File: config.mk
export PLATFORM = sky130hd
export DESIGN_NAME = memory_port_arbiter_flat
export DESIGN_NICKNAME = d
export VERILOG_FILES = /design/src/rtl/abejaruco_mem_pkg.sv /design/src/rtl/memory_port_arbiter_if.sv /design/src/rtl/memory_port_arbiter.sv /design/src/flat_wrapper.sv
export SDC_FILE = /design/constraint.sdc
export NUM_CORES = 1
export LEC_CHECK = 0
export ABC_AREA = 1
export ABC_CLOCK_PERIOD_IN_PS = 3600
export BUFFER_PORTS_ARGS = -buffer_cell sky130_fd_sc_hd__buf_2
export CAP_MARGIN = 10
export CORE_AREA = 2 2 291 293
export DETAILED_ROUTE_END_ITERATION = 12
export DIE_AREA = 0 0 293 295
export PLACE_DENSITY = 0.48
export SKIP_CTS_REPAIR_TIMING = 1
export SLEW_MARGIN = 20
export SYNTH_ARGS = -nofsm -noshare
export SYNTH_HDL_FRONTEND = slang
export SYNTH_SLANG_ARGS = --single-unit
File: constraint.sdc
create_clock -name clk -period 3.6 [get_ports clk]
set_input_delay 0.72 -clock clk [delete_from_list [all_inputs] [get_ports clk]]
set_output_delay 0.72 -clock clk [all_outputs]
set_load 0.05 [all_outputs]
File: src/rtl/abejaruco_mem_pkg.sv
// Shared defaults, FSM state type and helpers for the memory port arbiter.
package abejaruco_mem_pkg;

    localparam int DEF_ADDRESS_WIDTH = 32;
    localparam int DEF_LINE_WIDTH    = 128;
    localparam int DEF_STARVE_LIMIT  = 2;

    typedef enum logic [1:0] {
        IDLE,
        GRANT_IC,
        GRANT_DC,
        RESPOND
    } arb_state_e;

    // Two-bit counter that sticks at its maximum instead of wrapping.
    function automatic logic [1:0] sat_inc(input logic [1:0] value);
        return (value == 2'd3) ? value : value + 2'd1;
    endfunction

endpackage

File: src/rtl/memory_port_arbiter_if.sv
// I-cache, D-cache and main-memory handshake bundle for the memory port arbiter.
interface memory_port_arbiter_if
    import abejaruco_mem_pkg::*;
#(
    parameter int ADDRESS_WIDTH = DEF_ADDRESS_WIDTH,
    parameter int LINE_WIDTH    = DEF_LINE_WIDTH
) ();

    logic                     ic_req;
    logic [ADDRESS_WIDTH-1:0] ic_addr;
    logic                     ic_ready;
    logic [LINE_WIDTH-1:0]    ic_line;

    logic                     dc_req;
    logic                     dc_we;
    logic [ADDRESS_WIDTH-1:0] dc_addr;
    logic [LINE_WIDTH-1:0]    dc_wline;
    logic                     dc_ready;
    logic [LINE_WIDTH-1:0]    dc_line;

    logic                     mem_req;
    logic                     mem_we;
    logic [ADDRESS_WIDTH-1:0] mem_addr;
    logic [LINE_WIDTH-1:0]    mem_wline;
    logic                     mem_ready;
    logic [LINE_WIDTH-1:0]    mem_rline;

    logic                     busy;

    // The arbiter side.
    modport slave (
        input  ic_req, ic_addr,
        input  dc_req, dc_we, dc_addr, dc_wline,
        input  mem_ready, mem_rline,
        output ic_ready, ic_line,
        output dc_ready, dc_line,
        output mem_req, mem_we, mem_addr, mem_wline,
        output busy
    );

    // The caches plus main memory, i.e. everything around the arbiter.
    modport master (
        output ic_req, ic_addr,
        output dc_req, dc_we, dc_addr, dc_wline,
        output mem_ready, mem_rline,
        input  ic_ready, ic_line,
        input  dc_ready, dc_line,
        input  mem_req, mem_we, mem_addr, mem_wline,
        input  busy
    );

endinterface

File: src/rtl/memory_port_arbiter.sv
// Shares one main-memory port between the I-cache and D-cache; D wins by
// default, I wins once it has watched STARVE_LIMIT consecutive D-grants.
module memory_port_arbiter
    import abejaruco_mem_pkg::*;
#(
    parameter int ADDRESS_WIDTH = DEF_ADDRESS_WIDTH,
    parameter int LINE_WIDTH    = DEF_LINE_WIDTH,
    parameter int STARVE_LIMIT  = DEF_STARVE_LIMIT
) (
    input logic                   clk,
    input logic                   rst,
    memory_port_arbiter_if.slave  bus
);

    localparam logic [ADDRESS_WIDTH-1:0] ZERO_ADDR = '0;
    localparam logic [LINE_WIDTH-1:0]    ZERO_LINE = '0;

    arb_state_e state;
    logic [1:0] starve_cnt;
    logic       ic_wins;

    assign ic_wins = bus.ic_req && (int'(starve_cnt) >= STARVE_LIMIT);

    // The mem_* registers double as the latched request: they are loaded on
    // the grant edge and stay frozen until mem_ready, so later input changes
    // from the requester cannot leak into an open transaction.
    always_ff @(posedge clk) begin
        if (rst) begin
            state         <= IDLE;
            starve_cnt    <= 2'd0;
            bus.busy      <= 1'b0;
            bus.mem_req   <= 1'b0;
            bus.mem_we    <= 1'b0;
            bus.mem_addr  <= ZERO_ADDR;
            bus.mem_wline <= ZERO_LINE;
            bus.ic_ready  <= 1'b0;
            bus.ic_line   <= ZERO_LINE;
            bus.dc_ready  <= 1'b0;
            bus.dc_line   <= ZERO_LINE;
        end else begin
            // NOTE: every assignment here is non-blocking so all registers
            // sample the same pre-edge values; a blocking '=' would let later
            // lines see already-updated state within the same edge.
            case (state)
                IDLE: begin
                    if (bus.dc_req && !ic_wins) begin
                        state         <= GRANT_DC;
                        bus.busy      <= 1'b1;
                        bus.mem_req   <= 1'b1;
                        bus.mem_we    <= bus.dc_we;
                        bus.mem_addr  <= bus.dc_addr;
                        bus.mem_wline <= bus.dc_wline;
                        starve_cnt    <= bus.ic_req ? sat_inc(starve_cnt) : 2'd0;
                    end else if (bus.ic_req) begin
                        state         <= GRANT_IC;
                        bus.busy      <= 1'b1;
                        bus.mem_req   <= 1'b1;
                        bus.mem_we    <= 1'b0;
                        bus.mem_addr  <= bus.ic_addr;
                        bus.mem_wline <= ZERO_LINE;
                        starve_cnt    <= 2'd0;
                    end
                end

                GRANT_IC, GRANT_DC: begin
                    if (bus.mem_ready) begin
                        state         <= RESPOND;
                        bus.mem_req   <= 1'b0;
                        bus.mem_we    <= 1'b0;
                        bus.mem_addr  <= ZERO_ADDR;
                        bus.mem_wline <= ZERO_LINE;
                        if (state == GRANT_DC) begin
                            // A completed write-back returns an all-zero line.
                            bus.dc_ready <= 1'b1;
                            bus.dc_line  <= bus.mem_we ? ZERO_LINE : bus.mem_rline;
                        end else begin
                            bus.ic_ready <= 1'b1;
                            bus.ic_line  <= bus.mem_rline;
                        end
                    end
                end

                RESPOND: begin
                    state        <= IDLE;
                    bus.busy     <= 1'b0;
                    bus.ic_ready <= 1'b0;
                    bus.ic_line  <= ZERO_LINE;
                    bus.dc_ready <= 1'b0;
                    bus.dc_line  <= ZERO_LINE;
                end

                default: state <= IDLE;
            endcase
        end
    end

endmodule
File: src/flat_wrapper.sv
// flat-port wrapper written by rule: the top's interface ports become plain ports
module memory_port_arbiter_flat import abejaruco_mem_pkg::*;
#(
    parameter int ADDRESS_WIDTH = DEF_ADDRESS_WIDTH,
    parameter int LINE_WIDTH    = DEF_LINE_WIDTH,
    parameter int STARVE_LIMIT  = DEF_STARVE_LIMIT
)
  (clk, rst, bus_ic_req, bus_ic_addr, bus_dc_req, bus_dc_we, bus_dc_addr, bus_dc_wline, bus_mem_ready, bus_mem_rline, bus_ic_ready, bus_ic_line, bus_dc_ready, bus_dc_line, bus_mem_req, bus_mem_we, bus_mem_addr, bus_mem_wline, bus_busy);
  memory_port_arbiter_if #(.ADDRESS_WIDTH(ADDRESS_WIDTH), .LINE_WIDTH(LINE_WIDTH)) bus_i ();
  input logic clk;
  input logic rst;
  input wire logic [$bits(bus_i.ic_req)-1:0] bus_ic_req;
  input wire logic [$bits(bus_i.ic_addr)-1:0] bus_ic_addr;
  input wire logic [$bits(bus_i.dc_req)-1:0] bus_dc_req;
  input wire logic [$bits(bus_i.dc_we)-1:0] bus_dc_we;
  input wire logic [$bits(bus_i.dc_addr)-1:0] bus_dc_addr;
  input wire logic [$bits(bus_i.dc_wline)-1:0] bus_dc_wline;
  input wire logic [$bits(bus_i.mem_ready)-1:0] bus_mem_ready;
  input wire logic [$bits(bus_i.mem_rline)-1:0] bus_mem_rline;
  output wire logic [$bits(bus_i.ic_ready)-1:0] bus_ic_ready;
  output wire logic [$bits(bus_i.ic_line)-1:0] bus_ic_line;
  output wire logic [$bits(bus_i.dc_ready)-1:0] bus_dc_ready;
  output wire logic [$bits(bus_i.dc_line)-1:0] bus_dc_line;
  output wire logic [$bits(bus_i.mem_req)-1:0] bus_mem_req;
  output wire logic [$bits(bus_i.mem_we)-1:0] bus_mem_we;
  output wire logic [$bits(bus_i.mem_addr)-1:0] bus_mem_addr;
  output wire logic [$bits(bus_i.mem_wline)-1:0] bus_mem_wline;
  output wire logic [$bits(bus_i.busy)-1:0] bus_busy;
  assign bus_i.ic_req = bus_ic_req;
  assign bus_i.ic_addr = bus_ic_addr;
  assign bus_i.dc_req = bus_dc_req;
  assign bus_i.dc_we = bus_dc_we;
  assign bus_i.dc_addr = bus_dc_addr;
  assign bus_i.dc_wline = bus_dc_wline;
  assign bus_i.mem_ready = bus_mem_ready;
  assign bus_i.mem_rline = bus_mem_rline;
  assign bus_ic_ready = bus_i.ic_ready;
  assign bus_ic_line = bus_i.ic_line;
  assign bus_dc_ready = bus_i.dc_ready;
  assign bus_dc_line = bus_i.dc_line;
  assign bus_mem_req = bus_i.mem_req;
  assign bus_mem_we = bus_i.mem_we;
  assign bus_mem_addr = bus_i.mem_addr;
  assign bus_mem_wline = bus_i.mem_wline;
  assign bus_busy = bus_i.busy;
  memory_port_arbiter #(.ADDRESS_WIDTH(ADDRESS_WIDTH), .LINE_WIDTH(LINE_WIDTH), .STARVE_LIMIT(STARVE_LIMIT)) u_core (.clk(clk), .rst(rst), .bus(bus_i));
endmodule
==> impl_results.md, run 1 <==
- Clock sinks: 425
- #FFs+latches synth: 425
- Max Clock Skew: 33.5 ps
- Global-route track usage on met2: 25.2%
- Clk pin slew, worst setup/hold paths: 60 ps
- HPWL after DPL: 48.6 mm
- CTS root buffer: clkbuf_16
- Htree depth: 2
- Fin crit share: 73.1%
- Largest family of logic cells by synthesized area: simple AND/OR/NAND/NOR gates
- DR vias: 18.6k
- Setup TNS: 0 ps
- Worst EP arrival: 3160 ps
- Drt initial violations: 862
- Area growth syn-to-layout: 34.9%
- Post-synthesis cell area: 18400 um2
- Synth Area in XOR/XNOR: 0%
- Max frequency: 380 MHz
- Vias per Instance: 4.08
- NetSw: 13.3 mW
- Compound-Gate Fraction of Synth Area: 10.7%
- RSZ-0062 raised after global routing: false
- Setup-failing EPs final: 0
- Worst Setup Path Type: reg -> reg
- VDD IR max: 0.000551 V
- PnR Total Power: 25.6 mW
- Gr busiest metal: met2
- Register share of total power: 27.2%
- Remaining Overflow, GRT: 0
- Actual slew at the worst max-slew pin: 1200 ps
- Simple logic cell fraction of the synthesized area: 27.9%
- Initial antenna violation count: 11
- Largest net degree at the start of global routing: 183
- Post-synthesis adder-cell area fraction: 0.408%
- Die boundary width: 293 um
- Multiplexer share of the synthesized area: 0%
- Power Density: 1030 nW/um2
- Leak pwr: 13.3 nW
- TritonCTS clock tree: built
- # fillers: 9424
- Crit start category: flip-flop
- Synth Flop Type: dfxtp_1
- Die height: 295 um
- Final WL: 69.2 mm
- Int Pwr: 12.3 mW
- Outcome: finished clean
- Final Wtd Congestion: 0.805
- Fraction of final layout cells with drive strength greater than 1: 25.4%
- CTS max path bufs: 3
- Final Hold Viols: 0
- Max-cap violations: 0
- Pre-Repair DR Iteration Count: 5
- Syn Inst Count: 2788
- Core region area: 83200 um2
- Io pins: 747
- Relative slew slack: 19.9%
- Total GRT Usage: 15.2%
- Post-route ant nets: 0
- HP Class: in -> reg
- Initial Util: 22.1%
- Full die area: 86400 um2
- CP Max Fanout: 129
- Syn nets: 3120
- Share of synthesized registers carrying an async set or reset: 0%
- CTS Buf Count: 52
- M1 GR Usage: 19.2%
- Skew-Pair Late Insertion Delay: 610 ps
- Vias in the first global route: 17.7k
- First-pass GRT wire length: 105 mm
- Wirelength per Cell: 15.2 um
- Syn_area_per_cell: 6.60 um2
- Fin. max-slew vios: 0
- PortBufs: 746
- Met3 Track Usage GR: 4.41%
- Synth warn: 0
- Critical path data required time: 4130 ps
- Yosys cell types: 20
- Post-layout min period: 2630 ps
- Gate power share: 52.3%
- Seq/Total Area, Yosys: 46.2%
- Layout net count: 3768
- Critical path endpoint category: flip-flop
- EDFF count, synth: 0
- Sw frac: 52.0%
- Clk network pwr share: 20.5%
- Row cnt: 106
- Residual DRC: 0
synthesized netlist by cell type (6+ instances only):
master / number / area share, %
inv_1: 490 / 10
nand3b_1: 33 / 1.3
nand3_1: 166 / 4.5
clkbuf_1: 82 / 1.7
buf_2: 96 / 2.6
o21ai_0: 80 / 2.2
buf_4: 6 / 0.24
a21oi_1: 265 / 7.2
ha_1: 6 / 0.41
o21ai_1: 49 / 1.3
dfxtp_1: 425 / 46
nor2_1: 353 / 7.2
nand2_1: 721 / 15
power groups by stage:
stage	Clock [mW]	Combinational [mW]	Sequential, mW
2_1_floorplan	0	4.87	12.2
3_3_place_gp	0	13.6	7.00
3_5_place_dp	0	13.6	7.04
4_1_cts	5.43	13.6	6.96
5_1_grt	5.60	14.6	7.14
6_report	5.25	13.4	6.95
kinds of logic (layout without fill, tap and decap cells):
kind of cell	after synthesis	count (layout)
AOI/OAI and AO/OA	395	395
buffers and inverters	684	1372
adders and majority gates	6	6
DFF	425	425
other	0	8
and+or+nand+nor	1278	1278
routing by layer:
| metal | part of all wire [%] | vias up |
|---|---|---|
| li1 | - | 9689 |
| met5 | 0.090 | - |
| met3 | 7.4 | 99 |
| met1 | 44 | 8274 |
| met4 | 2.4 | 10 |
| met2 | 46 | 547 |
cells in the final DEF, fill, tap and decap left out, drive strengths merged:
| cell type | count |
|---|---|
| nand3 | 166 |
| a21oi | 265 |
| inv | 497 |
| nand3b | 33 |
| buf | 782 |
| clkinvlp | 2 |
| o21a | 1 |
| clkbuf | 75 |
| nand4 | 1 |
| nor2 | 355 |
| bufinv | 2 |
| o21ai | 129 |
| ha | 6 |
| clkinv | 14 |
| diode | 8 |
| nand2 | 723 |
| dfxtp | 425 |
cell type report:
type                    count  area [um2]  area share (%)
clock buffers              74        1500            6.06
repair buffers            783        4150            16.7
flip-flops and latches    425        8510            34.3
multi-input cells        1679        7250            29.2
inverters                 495        1860            7.49
clock inverters            20         193           0.776
diodes                      8        20.0          0.0806
well taps                1080        1350            5.44
worst paths after layout:
check / start / to / slack, ps / cells after the start
worst min register to register: u_core.bus.dc_line[13] / u_core.bus.dc_line[13] / 460 / 2
worst min-delay path: bus_mem_rline[48] / u_core.bus.ic_line[48] / 360 / 3
worst max register to register: u_core.state[0] / u_core.bus.ic_line[55] / 970 / 8
worst max-delay path: u_core.state[0] / u_core.bus.ic_line[55] / 970 / 8
state kept, by name (all words and copies together) (netlist names):
signal / count
u_core.bus.ic_line: 128
u_core.bus.mem_wline: 128
u_core.bus.mem_addr: 32
u_core.bus.dc_line: 128
u_core.state: 2
u_core.bus.mem_we: 1
u_core.bus.dc_ready: 1
u_core.bus.mem_req: 1
u_core.bus.ic_ready: 1
u_core.bus.busy: 1
u_core.starve_cnt: 2
critical path, stage by stage, from the launching register on:
cell	delay (ps)
dfxtp_1	370
inv_1	100
ha_1	380
nand2_2	440
nand2_4	120
nor2_4	130
buf_12	300
nand2_1	200
a21oi_1	170
through the flow:
stage	setup WS, ps	cells	util [%]	hold slack [ps]	area [um2]
floorplan	1890	2788	-	477	18400
global placement	989	4462	27.8	448	23100
detailed placement	950	4462	27.8	452	23100
CTS	920	4556	29.8	320	24800
global route	721	4561	29.9	342	24800
finish	969	4564	29.9	361	24800
Note: power is estimated with default switching activity, not from simulation.
==> run 2: changes to the inputs <==
--- a/config.mk
+++ b/config.mk
@@ -5,13 +5,13 @@
 export SDC_FILE = /design/constraint.sdc
 export NUM_CORES = 1
 export LEC_CHECK = 0
-export ABC_AREA = 1
-export ABC_CLOCK_PERIOD_IN_PS = 3600
+export ABC_AREA = 0
+export ABC_CLOCK_PERIOD_IN_PS = 2500
 export BUFFER_PORTS_ARGS = -buffer_cell sky130_fd_sc_hd__buf_2
 export CAP_MARGIN = 10
-export CORE_AREA = 2 2 291 293
+export CORE_AREA = 2 2 290 292
 export DETAILED_ROUTE_END_ITERATION = 12
-export DIE_AREA = 0 0 293 295
+export DIE_AREA = 0 0 292 294
 export PLACE_DENSITY = 0.48
 export SKIP_CTS_REPAIR_TIMING = 1
 export SLEW_MARGIN = 20
==> constraint.sdc (replaced) <==
create_clock -name clk -period 2.5 [get_ports clk]
set_input_delay 0.5 -clock clk [delete_from_list [all_inputs] [get_ports clk]]
set_output_delay 0.5 -clock clk [all_outputs]
set_load 0.05 [all_outputs]
==> run 2 against run 1 <==
Net effect:
- via count rose by 0.48%
- critical path type is now reg -> out
- critical endpoint is now bus_mem_wline[76]
- largest power group unchanged
- synthesized cell count fell by 29%
- sequential share of layout area fell by 0.63 points
- combinational power rose by 49%
- sequential cell count did not move
==> impl_results.md, run 2 <==
- Pre-Repair DR Iteration Count: 5
- Syn_area_per_cell: 9.28 um2
- Post-synthesis cell area: 18300 um2
- Most frequent cells in the layout: 745 x buf_2, 424 x dfxtp_1, 264 x a21oi_1, 258 x o31ai_1, 258 x nand4_1
- Seq/Total Area, Yosys: 46.4%
- Io pins: 747
- Relative slew slack: 32.7%
- Max frequency: 467 MHz
- Reg2Reg Setup Slack: 370 ps
- CTS max path bufs: 3
- DR vias: 18.7k
- Max Clock Skew: 24.3 ps
- Hold Crit Start: bus_dc_wline[20]
- Skew-Pair Late Insertion Delay: 610 ps
- Crit path cell chain: buf_2
- Most frequent cells after synthesis: 425 x dfxtp_1, 264 x a21oi_1, 258 x nand4_1, 258 x o31ai_1, 204 x clkbuf_1
- Largest net degree at the start of global routing: 153
- Worst Setup Path Type: reg -> out
- Total GRT Usage: 20.8%
- Max-cap violations: 0
- Crit path max-delay family: flip-flops
- Residual DRC: 0
- HPWL after DPL: 66.8 mm
- Layout net count: 2894
- Synth Flop Type: dfxtp_1
- Compound-Gate Fraction of Synth Area: 25.9%
- Final Wtd Congestion: 0.927
- Die height: 294 um
- Area growth syn-to-layout: 38.1%
- Critical Path Max Stage Delay: 650 ps
- Final core utilization: 30.5%
- Simple logic cell fraction of the synthesized area: 19.0%
- Multiplexer share of the synthesized area: 1.80%
- Worst EP arrival: 1640 ps
- Synth Area in XOR/XNOR: 0%
- Initial antenna violation count: 26
- Reg-to-reg critical path startpoint: u_core.state[0]
- Core region area: 82900 um2
- HP Class: in -> reg
- EDFF count, synth: 0
- Largest regs: u_core.bus.dc_line: 128 flops, u_core.bus.ic_line: 128 flops, u_core.bus.mem_wline: 128 flops
- Post-layout min period: 2140 ps
- Synth warn: 0
- Worst r2r dst: u_core.bus.mem_wline[4]
- Yosys cell types: 31
- Leak pwr: 11.1 nW
- #FFs+latches synth: 425
- Remaining Overflow, GRT: 0
- Largest family of logic cells by synthesized area: compound AO/OA/AOI/OAI gates
- Post-route ant nets: 0
- Htree depth: 2
- Vias per Instance: 5.06
- Die boundary width: 292 um
- Final Hold Viols: 0
- Fraction of final layout cells with drive strength greater than 1: 35.3%
- RSZ-0062 raised after global routing: false
- CTS root buffer: clkbuf_16
- Ranking of synthesized cells by area: dfxtp_1 46%, o31ai_1 11%, nand4_1 8.8%
- Post-synth top area share: 46.4%
- Crit start category: flip-flop
- Post-DP Area: 23400 um2
- Finished Cell Area: 25300 um2
- Fin crit share: 85.7%
- Wirelength per Cell: 25.5 um
- Post-synthesis adder-cell area fraction: 0.410%
- Outcome: finished clean
- Syn nets: 2306
- PnR Total Power: 38.1 mW
- Clk pin slew, worst setup/hold paths: 60 ps
- Setup TNS: 0 ps
- Worst hold endpoint: u_core.bus.mem_wline[20]
- Share of synthesized registers carrying an async set or reset: 0%
- VDD IR max: 0.000775 V
- Worst path depth: 1
- Critical path data required time: 2000 ps
- Setup-failing EPs final: 0
- Final WL: 94.4 mm
- Leading area contributor after synthesis: dfxtp_1
- Actual slew at the worst max-slew pin: 1010 ps
- Worst Reg2Reg Path Length in Cells: 7
- TritonCTS clock tree: built
- Drt initial violations: 1485
- Buf/Inv on CP: 1
- Power Density: 1510 nW/um2
- Full die area: 85800 um2
- CTS Buf Count: 53
- Initial Util: 22.1%
- Clock sinks: 425
- Syn Inst Count: 1974
- CP max stage cell: dfxtp_1
- Cells on Worst Hold Path: 2
- Vias in the first global route: 17.9k
- Commonest non-fill, non-tap cell in the layout: buf_2
- PortBufs: 746
- CP Max Fanout: 2
- Top-count cell post-synth: dfxtp_1
- First-pass GRT wire length: 134 mm
- Critical path endpoint category: output pin
- Fin. max-slew vios: 0
- Row cnt: 106
run 2: cell count changes in the layout (fill, tap and decap cells not counted), sizes merged, moves of 130 or more:
cell	change
nand4	+257
nor3b	+130
o31ai	+258
nand2	-721
nor2	-354
nand3	-166
inv	-489
run 2: logic make-up after synthesis:
kind of cell / count (synthesis)
flops: 425
mux: 33
simple gates: 529
compound gates: 692
fa+ha+maj: 6
buf+inv: 289
run 2: power by group:
group	switching (mW)	internal (mW)
combinational	15.1	4.81
clock	3.27	4.99
sequential	1.22	8.67
run 2: how the worst max path moves through the flow:
stage                                 to                startpoint
2_1_floorplan     u_core.bus.ic_line[53]           u_core.state[0]
5_1_grt           u_core.bus.dc_line[58]           u_core.state[1]
4_1_cts                u_core.bus.mem_we           u_core.state[0]
3_3_place_gp      u_core.bus.dc_line[60]           u_core.state[0]
6_report               bus_mem_wline[76]  u_core.bus.mem_wline[76]
3_5_place_dp   u_core.bus.mem_wline[107]           u_core.state[0]
run 2: per-layer routing:
layer / share of wire [%] / vias up / wire length [um] / track usage [%]
met1: 44 / 9092 / 41900 / 28.0
met3: 8.0 / 125 / 7580 / 5.40
met2: 45 / 716 / 42400 / 32.5
li1: - / 8758 / - / -
met5: 0.11 / - / 106 / 0
met4: 2.5 / 18 / 2350 / 6.01
run 2: final cells by class:
type / instances / area, um2
Antenna cell: 12 / 30.0
Clock buffer: 75 / 1570
Clock inverter: 22 / 303
Fill cell: 8851 / 57600
Inverter: 6 / 35.0
Multi-Input combinational cell: 1260 / 8710
Sequential cell: 425 / 8510
Tap cell: 1080 / 1350
Timing Repair Buffer: 816 / 4790
run 2: through the flow:
step                      hold WS, ps  worst slack (ps)  instances
after global placement            440               416       3587
after detailed placement          442               416       3587
after floorplan                   458               673       1974
after global routing             60.3               234       3693
final                            90.7               358       3696
after CTS                        44.7               397       3684
==> run 3: changes to the inputs <==
--- a/config.mk
+++ b/config.mk
@@ -12,7 +12,7 @@
 export CORE_AREA = 2 2 290 292
 export DETAILED_ROUTE_END_ITERATION = 12
 export DIE_AREA = 0 0 292 294
-export PLACE_DENSITY = 0.48
+export PLACE_DENSITY_LB_ADDON = 0.08
 export SKIP_CTS_REPAIR_TIMING = 1
 export SLEW_MARGIN = 20
 export SYNTH_ARGS = -nofsm -noshare
==> run 3 against run 2 <==
Net effect:
- final area is 0.91% lower
- wire length is 2.6% higher
- clock skew is 6.3 ps higher
- critical path type unchanged
- highest routed layer unchanged
==> impl_results.md, run 3 (synthesized netlist as in run 2, its figures left out) <==
- Worst EP arrival: 1740 ps
- Setup TNS: 0 ps
- TritonCTS clock tree: built
- Htree depth: 2
- Worst Setup SP: u_core.bus.mem_we
- Crit start category: flip-flop
- Layout net count: 2883
- VDD IR max: 0.000657 V
- Initial antenna violation count: 44
- CTS Buf Count: 53
- Remaining Overflow, GRT: 0
- Vias in the first global route: 18.4k
- Setup-failing EPs final: 0
- Worst path depth: 1
- Crit path max-delay family: flip-flops
- Largest net degree at the start of global routing: 138
- Max-cap violations: 0
- First-pass GRT wire length: 136 mm
- Area growth syn-to-layout: 36.8%
- Full die area: 85800 um2
- Fraction of final layout cells with drive strength greater than 1: 34.8%
- Final Hold Viols: 0
- CTS root buffer: clkbuf_16
- Clk pin slew, worst setup/hold paths: 60 ps
- Post-layout min period: 2240 ps
- Worst r2r dst: u_core.bus.dc_line[5]
- Worst Setup Path Type: reg -> out
- Critical Path Max Stage Delay: 720 ps
- CP Max Fanout: 38
- Post-route ant nets: 0
- PnR Total Power: 37.6 mW
- Max Clock Skew: 30.6 ps
- Die height: 294 um
- Relative slew slack: 36.6%
- Total GRT Usage: 21.3%
- Critical path data required time: 2000 ps
- Die boundary width: 292 um
- # fillers: 8822
- Register Area: 8510 um2
- HPWL after DPL: 66.0 mm
- Core region area: 82900 um2
- RSZ-0062 raised after global routing: false
- Residual DRC: 0
- Row cnt: 106
- Io pins: 747
- Reg2Reg Setup Slack: 320 ps
- Max frequency: 446 MHz
- CTS max path bufs: 3
- Wirelength per Cell: 26.2 um
- Pre-Repair DR Iteration Count: 5
- PortBufs: 746
- Buf/Inv on CP: 1
- Largest regs: u_core.bus.dc_line: 128 flops, u_core.bus.ic_line: 128 flops, u_core.bus.mem_wline: 128 flops
- Fin. max-slew vios: 0
- Vias per Instance: 5.06
- DR vias: 18.7k
- Commonest non-fill, non-tap cell in the layout: buf_2
- Most frequent cells in the layout: 745 x buf_2, 424 x dfxtp_1, 264 x a21oi_1, 258 x o31ai_1, 258 x nand4_1
- Skew-Pair Late Insertion Delay: 640 ps
- Clock sinks: 425
- Worst Reg2Reg Path Length in Cells: 6
- Fin crit share: 89.8%
- Critical path endpoint category: output pin
- Initial Util: 22.1%
- CP max stage cell: dfxtp_4
- HP Class: in -> reg
- Outcome: finished clean
- Crit path cell chain: buf_2
- Drt initial violations: 1207
- Actual slew at the worst max-slew pin: 951 ps
- CP endpoint: bus_mem_we
- Leak pwr: 10.9 nW
- Power Density: 1500 nW/um2
- Final Wtd Congestion: 0.939
- Final WL: 96.8 mm
- Area of the multi-input gates: 8710 um2
- Reg-to-reg critical path startpoint: u_core.state[0]
==> run 3: cell type report <==
cell class	instances	share of cell area [%]
clock inverters	19	0.803
multi-input cells	1260	34.7
clock buffers	77	6.13
inverters	6	0.140
diodes	22	0.220
well taps	1080	5.39
repair buffers	805	18.6
flip-flops and latches	425	33.9
==> run 3: power by group <==
group	total [mW]	internal [mW]	switching, mW
clock	7.78	4.48	3.30
sequential	9.75	8.68	1.08
combinational	20.0	4.71	15.3
==> run 3: per-layer routing <==
metal,global-route usage (%),vias up,wire length [um]
met2,35.3,695,46200
li1,-,8747,-
met1,24.5,9076,37900
met4,8.50,28,3350
met3,8.25,155,9110
met5,0,-,179
==> run 3: metrics by stage <==
step                      utilization (%)  instance area [um2]  instances  hold WS, ps  setup WS (ps)
final                                30.3                25100       3694         70.5            256
after global placement               28.1                23300       3576          442            314
after floorplan                         -                18300       1974          458            673
after global routing                 30.2                25100       3687         46.3            151
after detailed placement             28.1                23300       3576          444            325
after CTS                            30.2                25000       3672         26.3            159
==> run 3: worst min-delay path by stage <==
stage                            from                       end  slack (ps)  cells past startpoint
4_1_cts              bus_dc_wline[10]  u_core.bus.mem_wline[10]          30                      2
2_1_floorplan    u_core.starve_cnt[1]      u_core.starve_cnt[1]         460                      2
3_5_place_dp   u_core.bus.mem_addr[6]    u_core.bus.mem_addr[6]         440                      1
6_report             bus_dc_wline[16]  u_core.bus.mem_wline[16]          70                      2
3_3_place_gp   u_core.bus.mem_addr[4]    u_core.bus.mem_addr[4]         440                      1
5_1_grt              bus_dc_wline[20]  u_core.bus.mem_wline[20]          50                      2
